--- config.mk ---
export PLATFORM = sky130hd
export DESIGN_NAME = wb_arbiter_rr
export DESIGN_NICKNAME = d
export VERILOG_FILES = /design/src/rtl/wb_arbiter_rr.sv
export SDC_FILE = /design/constraint.sdc
export NUM_CORES = 1
export LEC_CHECK = 0
export ABC_CLOCK_PERIOD_IN_PS = 5400
export BUFFER_PORTS_ARGS = -buffer_cell sky130_fd_sc_hd__buf_2
export CORE_MARGIN = 2
export CORE_UTILIZATION = 57
export CTS_CLUSTER_DIAMETER = 100
export DETAILED_ROUTE_END_ITERATION = 16
export PLACE_DENSITY = 0.81
export SLEW_MARGIN = 20
export SYNTH_ARGS = -nofsm -noshare
export SYNTH_HDL_FRONTEND = slang
export SYNTH_SLANG_ARGS = --single-unit
--- constraint.sdc ---
create_clock -name clk_i -period 5.4 [get_ports clk_i]
set_clock_uncertainty 0.15 [all_clocks]
set_input_delay 0.54 -clock clk_i [delete_from_list [all_inputs] [get_ports clk_i]]
set_output_delay 0.54 -clock clk_i [all_outputs]
set_load 0.02 [all_outputs]
--- src/rtl/wb_arbiter_rr.sv ---
// Round-robin Wishbone bus arbiter with a per-tenure watchdog that raises a
// one-cycle timeout error when the granted master strobes without response.
module wb_arbiter_rr #(
   parameter int MASTERS_NUM    = 3,
   parameter int TIMEOUT_CYCLES = 16
) (
   input  logic                           clk_i,
   input  logic                           rst_i,
   input  logic [MASTERS_NUM-1:0]         m_cyc_i,
   input  logic [MASTERS_NUM-1:0]         m_stb_i,
   input  logic                           s_ack_i,
   input  logic                           s_err_i,
   output logic [MASTERS_NUM-1:0]         gnt_o,
   output logic [$clog2(MASTERS_NUM)-1:0] gnt_idx_o,
   output logic                           gnt_valid_o,
   output logic                           cyc_o,
   output logic                           stb_o,
   output logic                           tmo_err_o,
   output logic [1:0]                     state_o
);

   localparam int IW = $clog2(MASTERS_NUM);
   localparam logic [7:0] WD_LIMIT = 8'(TIMEOUT_CYCLES - 1);

   typedef enum logic [1:0] {
      IDLE  = 2'd0,
      GRANT = 2'd1,
      TMO   = 2'd2
   } state_e;

   state_e                 state_q, state_d;
   logic [MASTERS_NUM-1:0] gnt_q, gnt_d;
   logic [IW-1:0]          gnt_idx_q, gnt_idx_d;
   logic [IW-1:0]          last_gnt_q, last_gnt_d;
   logic [7:0]             wdog_q, wdog_d;
   logic                   tmo_err_q, tmo_err_d;
   logic [IW-1:0]          sel_idx;
   logic                   sel_found;
   logic                   cyc_gnt;

   // Bus handshake: a transfer is offered while cyc_o && stb_o are high and
   // completes in any cycle where s_ack_i or s_err_i is high; the watchdog
   // only counts offered cycles that complete neither way.
   assign gnt_o       = gnt_q;
   assign gnt_idx_o   = gnt_idx_q;
   assign gnt_valid_o = $onehot(gnt_q);
   assign cyc_gnt     = |(m_cyc_i & gnt_q);
   assign cyc_o       = cyc_gnt & gnt_valid_o;
   assign stb_o       = (|(m_stb_i & gnt_q)) & gnt_valid_o;
   assign tmo_err_o   = tmo_err_q;
   assign state_o     = state_q;

   // Search upward from the master after the last one granted, wrapping.
   always_comb begin
      sel_idx   = '0;
      sel_found = 1'b0;
      for (int i = 1; i <= MASTERS_NUM; i++) begin
         int cand;
         cand = int'(last_gnt_q) + i;
         if (cand >= MASTERS_NUM) cand = cand - MASTERS_NUM;
         if (!sel_found && m_cyc_i[cand]) begin
            sel_found = 1'b1;
            sel_idx   = IW'(cand);
         end
      end
   end

   always_comb begin
      state_d    = state_q;
      gnt_d      = gnt_q;
      gnt_idx_d  = gnt_idx_q;
      last_gnt_d = last_gnt_q;
      wdog_d     = wdog_q;
      tmo_err_d  = 1'b0;
      case (state_q)
         IDLE: begin
            wdog_d = '0;
            if (sel_found) begin
               state_d    = GRANT;
               gnt_d      = MASTERS_NUM'(1) << sel_idx;
               gnt_idx_d  = sel_idx;
               last_gnt_d = sel_idx;
            end
         end
         GRANT: begin
            if (!cyc_gnt) begin
               state_d   = IDLE;
               gnt_d     = '0;
               gnt_idx_d = '0;
               wdog_d    = '0;
            end else if (!stb_o || s_ack_i || s_err_i) begin
               wdog_d = '0;
            end else if (wdog_q == WD_LIMIT) begin
               state_d   = TMO;
               tmo_err_d = 1'b1;
               wdog_d    = '0;
            end else begin
               wdog_d = wdog_q + 8'd1;
            end
         end
         TMO: begin
            wdog_d = '0;
            if (cyc_gnt) begin
               state_d = GRANT;
            end else begin
               state_d   = IDLE;
               gnt_d     = '0;
               gnt_idx_d = '0;
            end
         end
         default: begin
            state_d   = IDLE;
            gnt_d     = '0;
            gnt_idx_d = '0;
            wdog_d    = '0;
         end
      endcase
   end

   // last_gnt resets to the top master so master 0 wins the first search.
   always_ff @(posedge clk_i or posedge rst_i) begin
      if (rst_i) begin
         state_q    <= IDLE;
         gnt_q      <= '0;
         gnt_idx_q  <= '0;
         last_gnt_q <= IW'(MASTERS_NUM - 1);
         wdog_q     <= '0;
         tmo_err_q  <= 1'b0;
      end else begin
         state_q    <= state_d;
         gnt_q      <= gnt_d;
         gnt_idx_q  <= gnt_idx_d;
         last_gnt_q <= last_gnt_d;
         wdog_q     <= wdog_d;
         tmo_err_q  <= tmo_err_d;
      end
   end

endmodule

==> results.toml, run 1 <==
[status]
status = "completed"

[sta]
fin_crit_sh = 0.466
setup_slack_ns = 2.88
hold_viol = 0
setup-tns-final_ns = 0
fin_crit_ns = 2.52
maxSlewHeadroom = 0.549
rsz0062_at_grt = "no"
setup_viol = 0
fmax_mhz = 397
report.final.slew_viol_count = 0
holdWs_ns = 0.167
tightest_slew_ns = 0.676

[cts]
cts_setup_buffers = 0
cts_tree = "done"
postCtsHoldBufs = 0
cts_htree_levels = 1
clockRootBuffer = "clkbuf_4"
post_cts_resized = 0
clock_latency_ns = 0.30
cts_sinks = 18
cts_buffer_depth = 2
path_clk_slew_ns = 0.11
cts_inserted_buffers = 3

[route]
wirelength_mm = 2.40
wire_per_inst_um = 14.9
drc_errors = 0
viasPerCell = 5.77
first_pass_iters = 4
drtIter0Drc = 43
vias = 929
ant_nets = 0

[yosys]
synth_nets = 131
yosysWarnings = 0
synth_edf_count = 0
synth_common_cells = "17 x dfrtp_1, 10 x inv_1, 8 x ha_1, 8 x nor2_2, 6 x nor2_1"
synth-seq-area-share = 0.388
syn-cell-area_um2 = 1160
yosysTopAreaCell = "dfrtp_1"
synth_area_leaders = "dfrtp_1 37%, ha_1 8.6%, nor2_2 4.3%, mux2i_1 3.4%, inv_1 3.2%"
yosys_register_bits = 18
synth_cell_types = 40
avgSynthCellArea_um2 = 10.4
synthFlopType = "dfrtp_1"
syn_inst = 112
synth-async-reset-ratio = 1.00
synth_most_common_cell = "dfrtp_1"
synth_top_area_frac = 0.365

[power]
combPwrFrac = 0.554
internal_power_w = 0.000325
power_density_nw_per_um2 = 446
clkPwrFrac = 0.143
p_seq_frac = 0.303
p_switching_w = 0.000264
p_sw_frac = 0.448
ir_worst_vdd_uv = 335
leakage_nw = 0.597

[floorplan]
core_area_um2 = 1940
pin_count = 21
initial_core_util = 0.600
die_w_um = 49.2
rows = 16
die_area_um2 = 2420
dieHeight_um = 49.2

[global_routing]
antenna_found_initial = 0
grt_pass1_vias = 902
grt_use_met3 = 0.0399
grt_first_pass_wirelength_mm = 4.00
grt_max_degree = 19
grt_use_met2 = 0.342
grt_usage = 0.214
busiest_layer = "met2"
grt_use_met1 = 0.297
grt_remaining_overflow = 0

[critical_path]
start_kind = "register"
r2r-start = "gnt_o[0]"
crit_path_max_fanout = 8
worstSetupPathType = "reg2reg"
reg2regPathDepth = 5
end_kind = "register"
rrSetupSlack_ns = 2.88
required_ns = 5.49
r2r-end = "wdog_q[3]"
cp.arrival_ns = 2.61

[placement]
gp_congestion = 0.857
place_area_um2 = 1280
dpl_worst_slack_ns = 2.93
portBuffers = 20
hpwl_mm = 1.84

[final_layout]
fin_area_um2 = 1320
num_antenna_cells = 0
fillers = 166
drive_gt1_frac = 0.284
finish.net_count = 154
syn_to_final_growth_pct = 13.3

[min_path]
hp-class = "in2async"

[flow_run]
drv_cap = 0
worst max-delay path, stage by stage, from the launching register on:
cell and delay [ns]:
dfrtp_1 0.42, inv_1 0.09, fa_1 0.50, or4b_4 0.56, or4_4 0.58, nor2_2 0.14
layout by cell type, fill, tap and decap left out, types with 2 or more instances in the layout:
cell,n
a21oi_1,3
a222oi_1,2
buf_2,20
clkbuf_4,3
dfrtp_1,17
ha_1,8
inv_1,10
mux2i_1,4
nand2_1,3
nand2b_1,5
nand3_1,3
nor2_1,6
nor2_2,8
nor2b_1,2
o21a_1,2
o21ai_0,2
o2bb2ai_1,4
o31a_1,2
o31ai_1,3
or4_4,2
xnor2_1,4
xor2_1,2
logic make-up after synthesis:
kind of cell    Yosys count  share of synthesized area
simple gates             35                      0.191
mux                       4                     0.0344
xor+xnor                  6                     0.0451
buf+inv                  12                     0.0451
flops                    18                      0.388
fa+ha+maj                 9                      0.103
compound gates           28                      0.193
stage by stage:
step,utilization,power (W),instances
after floorplan,-,0.000425,112
after global placement,0.661,0.000493,157
after detailed placement,0.661,0.000503,157
after CTS,0.680,0.000589,161
after global routing,0.680,0.000632,161
final,0.680,0.000589,161
registers in the layout, indices dropped and copies added, names as in the netlist:
| signal | flops |
|---|---|
| gnt_o | 3 |
| tmo_err_o | 1 |
| gnt_idx_o | 2 |
| last_gnt_q | 2 |
| state_o | 2 |
| wdog_q | 8 |
how the worst max path moves through the flow:
stage | startpoint | end | slack (ns) | cells after the start
final | gnt_o[0] | wdog_q[3] | 2.88 | 5
after global routing | last_gnt_q[1] | gnt_idx_o[0] | 2.78 | 6
after CTS | gnt_o[0] | wdog_q[3] | 2.88 | 5
after detailed placement | gnt_o[1] | wdog_q[3] | 2.93 | 5
after global placement | gnt_o[0] | wdog_q[2] | 3.01 | 5
after floorplan | gnt_o[0] | wdog_q[4] | 2.86 | 6
area by class of cell:
class	count	area [um2]	share of cell area
Multi-Input combinational cell	82	661	0.500
Clock buffer	4	36.3	0.0275
Timing Repair Buffer	20	100	0.0758
Sequential cell	18	452	0.342
Inverter	10	37.5	0.0284
Tap cell	27	33.8	0.0256
power by group through the flow:
stage | logic [W] | registers (W) | clock network, W
4_1_cts | 0.000326 | 0.000178 | 0.0000851
2_1_floorplan | 0.000233 | 0.000191 | 0
3_5_place_dp | 0.000322 | 0.000181 | 0
6_report | 0.000326 | 0.000179 | 0.0000842
5_1_grt | 0.000359 | 0.000182 | 0.0000913
3_3_place_gp | 0.000315 | 0.000178 | 0
per-layer routing:
layer,routed length [um],vias up
li1,-,450
met1,1070,439
met2,1150,34
met3,142,6
met4,38,0
met5,0,-
(Power assumes the default switching activity.)
==> inputs of run 2 (changes only) <==
- ABC_AREA: not set -> 1
- ABC_CLOCK_PERIOD_IN_PS: 5400 -> 2500
- CORE_UTILIZATION: 57 -> 55
- PLACE_DENSITY: 0.81 -> 0.79
- clock period: 5.4 -> 2.5 ns (I/O delays scaled with it)
==> run 2 against run 1 <==
  * Global-route usage rose by 1.1 points
  * Critical path depth is 1 higher
  * Core utilization increased by 0.46 points
  * Combinational power rose to 3.0 times the previous value
  * Cell area rose by 4.8%
  * Sequential power is 130% higher
  * Die area rose by 6.5%
  * Final cell count grew 33%
  * Critical path type is now reg2out
  * Highest routed layer unchanged
==> results.toml, run 2 <==
[yosys]
synthFlopType = "dfrtp_1"
synth_cell_types = 23
yosysTopAreaCell = "dfrtp_1"
synth_top_area_frac = 0.353
avgSynthCellArea_um2 = 7.43
synth_nets = 181
synth_edf_count = 0
synth-seq-area-share = 0.375
synth_common_cells = "48 x nand2_1, 27 x inv_1, 17 x dfrtp_1"
syn-cell-area_um2 = 1200
synth_most_common_cell = "nand2_1"
yosysWarnings = 0
yosys_register_bits = 18
synth-async-reset-ratio = 1.00
syn_inst = 162
synth_area_leaders = "dfrtp_1 35%, nand2_1 15%, inv_1 8.4%, ha_1 8.3%, nand3_1 5.0%"

[floorplan]
dieHeight_um = 50.8
die_area_um2 = 2580
core_area_um2 = 2020
initial_core_util = 0.595
pin_count = 21
die_w_um = 50.8
rows = 16

[sta]
hold_viol = 0
report.final.slew_viol_count = 0
tightest_slew_ns = 0.673
fmax_mhz = 442
setup-tns-final_ns = 0
fin_crit_sh = 0.906
maxSlewHeadroom = 0.551
setup_viol = 0
fin_crit_ns = 2.26
rsz0062_at_grt = "no"

[route]
ant_nets = 0
first_pass_iters = 8
vias = 1124
viasPerCell = 5.25
wire_per_inst_um = 11.8
drtIter0Drc = 35
wirelength_mm = 2.52
drc_errors = 0

[cts]
cts_inserted_buffers = 3
clockRootBuffer = "clkbuf_4"
path_clk_slew_ns = 0.10
cts_htree_levels = 1
clock_latency_ns = 0.30
post_cts_resized = 0
cts_buffer_depth = 2
cts_sinks = 18
cts_tree = "done"

[global_routing]
grt_first_pass_wirelength_mm = 4.36
grt_pass1_vias = 1064
grt_remaining_overflow = 0
antenna_found_initial = 0
grt_usage = 0.225
grt_max_degree = 19

[critical_path]
worst_path_most_repeated_cell = "inv_1"
cp.arrival_ns = 1.86
required_ns = 2.10
cpPeakStageDelay_ns = 0.48
critPathTopFamily = "adder cells"
crit_chain = "inv_1 > fa_1 > nor2_2 > nand2_1 > inv_1 > buf_2"
path_buf_inv = 3
crit_path_max_fanout = 5
start_kind = "register"
worstSetupPathType = "reg2out"
end_kind = "output pin"
crit_slowest_cell = "fa_1"

[final_layout]
syn_to_final_growth_pct = 15.0
final_common_cell = "nand2_1"
finish.net_count = 207
num_antenna_cells = 0
mostFrequentLayoutCells = "48 x nand2_1, 27 x inv_1, 20 x buf_2"
largest_reg_flops = 8
final_cell_count_no_fill = 214
drive_gt1_frac = 0.214
largest-register = "wdog_q"
final_util = 0.684

[placement]
gp_congestion = 0.891
hpwl_mm = 2.03
portBuffers = 20
post-place-cells = 209

[power]
p_total_w = 0.00157
ir_worst_vdd_uv = 866
leakage_nw = 0.786
power_density_nw_per_um2 = 1130

[status]
status = "completed"

[min_path]
hp-class = "in2reg"

[flow_run]
drv_cap = 0
## run 2: final timing paths
path,depth (start not counted),endpoint,from,slack [ns]
min reg2reg,1,wdog_q[0],wdog_q[0],0.34
min,4,tmo_err_o,s_ack_i,0.12
max in group asynchronous,3,state_o[0],rst_i,1.34
max reg2reg,10,state_o[1],gnt_o[0],0.34
min in group asynchronous,3,wdog_q[6],rst_i,0.43
max,6,stb_o,gnt_o[0],0.24
## run 2: cells by family (layout without fill, tap and decap cells)
logic type / after synthesis / count (layout) / synth area share
AO/OA/AOI/OAI: 14 / 14 / 0.0655
XOR/XNOR: 2 / 2 / 0.0146
adder cells (fa/ha/maj): 9 / 9 / 0.0998
buffers and inverters: 28 / 53 / 0.0873
flip-flops: 18 / 18 / 0.375
AND/OR/NAND/NOR: 91 / 91 / 0.358
## run 2: through the flow
stage / hold WS [ns] / worst slack, ns / cell area (um2)
6_report: 0.122 / 0.236 / 1380
4_1_cts: 0.122 / 0.229 / 1380
3_3_place_gp: 0.219 / 0.446 / 1340
2_1_floorplan: 0.0378 / 0.147 / 1200
3_5_place_dp: 0.235 / 0.344 / 1340
5_1_grt: 0.145 / 0.154 / 1380
## run 2: area by class of cell
cell class / instances / area (um2)
clock buffers: 4 / 36.3
fillers: 182 / 638
inverters: 28 / 105
multi-input cells: 116 / 647
flip-flops and latches: 18 / 452
well taps: 27 / 33.8
repair buffers: 21 / 110
## run 2: repair_timing
action / CTS / global route
setup buffers: 0 / 0
setup endpoints to repair: 0 / 0
hold endpoints to repair: 17 / 0
hold buffers: 1 / 0
## run 2: routing by layer
metal / vias to the layer above / wire, um / global-route usage
met2: 33 / 1170 / 0.390
li1: 560 / - / -
met4: 0 / 25 / 0.0721
met3: 4 / 118 / 0.0446
met5: - / 0 / 0
met1: 527 / 1210 / 0.281
## run 2: worst min-delay path, cell delays in order
cell	delay, ns
buf_2	0.08
nor2_1	0.07
nand2_1	0.10
nor3_1	0.05
## run 2: power breakdown
group	leakage (nW)	internal, W	total, W	switching [W]
clock	0.0210	0.0000889	0.000183	0.0000940
combinational	0.524	0.000311	0.000973	0.000662
sequential	0.241	0.000356	0.000412	0.0000562
==> inputs of run 3 (changes only) <==
- RECOVER_POWER: not set -> 100
==> run 3 against run 2 <==
  * Hold slack lost 0.032 ns
  * Combinational power shrank 4.4%
  * Setup slack gained 0.0098 ns
  * Flip-flop and latch count is the same
  * Final cell count is the same
  * Clock power is essentially flat
  * Critical path depth is the same
  * Die area is the same
  * Highest routed layer unchanged
  * Clock-buffer cell count is the same
  * Critical endpoint unchanged
  * Global-route usage is the same
  * Register-to-register slack lost 0.04 ns
==> results.toml, run 3 (same netlist as run 2, synthesis figures left out) <==
[sta]
setup-tns-final_ns = 0
maxSlewHeadroom = 0.553
tightest_slew_ns = 0.670
fmax_mhz = 444
report.final.slew_viol_count = 0
holdWs_ns = 0.0898
fin_crit_sh = 0.902
rsz0062_at_grt = "no"
setup_viol = 0
hold_viol = 0
fin_crit_ns = 2.25

[critical_path]
r2r-start = "last_gnt_q[0]"
rrSetupSlack_ns = 0.30
crit_path_max_fanout = 5
worstSetupPathType = "reg2out"
r2r-end = "gnt_idx_o[0]"
reg2regPathDepth = 10
cp.arrival_ns = 1.85
required_ns = 2.10
critPathLaunch = "gnt_o[0]"
start_kind = "register"
end_kind = "output pin"

[route]
wire_per_inst_um = 11.8
drtIter0Drc = 31
drc_errors = 0
viasPerCell = 5.21
ant_nets = 0
first_pass_iters = 4
vias = 1115
wirelength_mm = 2.52

[final_layout]
final_cell_count_no_fill = 214
final_common_cell = "nand2_1"
fin_area_um2 = 1350
mostFrequentLayoutCells = "50 x nand2_1, 27 x inv_1, 17 x dfrtp_1"
num_antenna_cells = 0
largest_reg_flops = 8
syn_to_final_growth_pct = 12.1
drive_gt1_frac = 0.139
largest-register = "wdog_q"
finish.net_count = 207
fillers = 190

[power]
p_sw_frac = 0.522
p_total_w = 0.00153
p_seq_frac = 0.270
power_density_nw_per_um2 = 1130
internal_power_w = 0.000729
p_switching_w = 0.000797
leakage_nw = 0.737
clkPwrFrac = 0.120
ir_worst_vdd_uv = 840
combPwrFrac = 0.610

[cts]
cts_inserted_buffers = 3
clock_latency_ns = 0.30
cts_sinks = 18
cts_buffer_depth = 2
cts_tree = "done"
cts_htree_levels = 1
path_clk_slew_ns = 0.10
clockRootBuffer = "clkbuf_4"
cts_setup_buffers = 0

[floorplan]
die_area_um2 = 2580
dieHeight_um = 50.8
rows = 16
pin_count = 21
core_area_um2 = 2020
die_w_um = 50.8
initial_core_util = 0.595

[min_path]
min_to = "tmo_err_o"
holdCritStartpoint = "s_ack_i"
hp-class = "in2reg"
hold_depth = 4

[placement]
gp_congestion = 0.891
place_area_um2 = 1340
post-place-cells = 209
hpwl_mm = 2.03
portBuffers = 20

[global_routing]
grt_first_pass_wirelength_mm = 4.36
grt_max_degree = 19
grt_usage = 0.225
grt_remaining_overflow = 0
grt_pass1_vias = 1064
antenna_found_initial = 0

[flow_run]
drv_cap = 0

[status]
status = "completed"
-- run 3: cell count changes in the layout (fill, tap and decap cells not counted), sizes merged --
cell    delta
buf       -10
clkbuf    +10
-- run 3: timing repair --
action	in CTS	in global routing
hold endpoints to repair	17	0
hold buffers	1	0
gates resized for setup	0	0
-- run 3: power by group through the flow --
| stage | registers, W | clock network [W] | logic, W |
|---|---|---|---|
| after floorplan | 0.000455 | 0 | 0.000699 |
| after global placement | 0.000414 | 0 | 0.000924 |
| after detailed placement | 0.000418 | 0 | 0.000964 |
| after CTS | 0.000412 | 0.000186 | 0.000972 |
| after global routing | 0.000424 | 0.000192 | 0.00105 |
| final | 0.000412 | 0.000183 | 0.000930 |
-- run 3: stage by stage --
stage,worst slack (ns),util
after floorplan,0.147,-
after global placement,0.446,0.662
after detailed placement,0.344,0.662
after CTS,0.229,0.684
after global routing,0.0769,0.667
final,0.246,0.667
-- run 3: worst max path at each step --
stage / endpoint / cells after the start
finish: stb_o / 6
global placement: state_o[1] / 10
detailed placement: state_o[1] / 10
global route: gnt_idx_o[0] / 10
CTS: stb_o / 6
floorplan: state_o[1] / 10
-- run 3: critical path, cell delays in order, from the launching register on --
cell and delay (ns):
dfrtp_1 0.43, inv_1 0.08, fa_1 0.46, nor2_1 0.20, nand2_1 0.12, inv_1 0.10, buf_2 0.17
-- run 3: routing by layer --
layer  global-route usage  routed length, um  vias up
met5                    0                  0        -
met4               0.0721                 27        0
met3               0.0446                147        4
met2                0.390               1170       37
met1                0.281               1180      514
li1                     -                  -      560
-- run 3: layout make-up --
cell class              instances  area (um2)  share of cell area
repair buffers                 21        97.6              0.0724
well taps                      27        33.8              0.0250
flip-flops and latches         18         452               0.335
multi-input cells             116         624               0.463
inverters                      28         105              0.0779
clock buffers                   4        36.3              0.0269
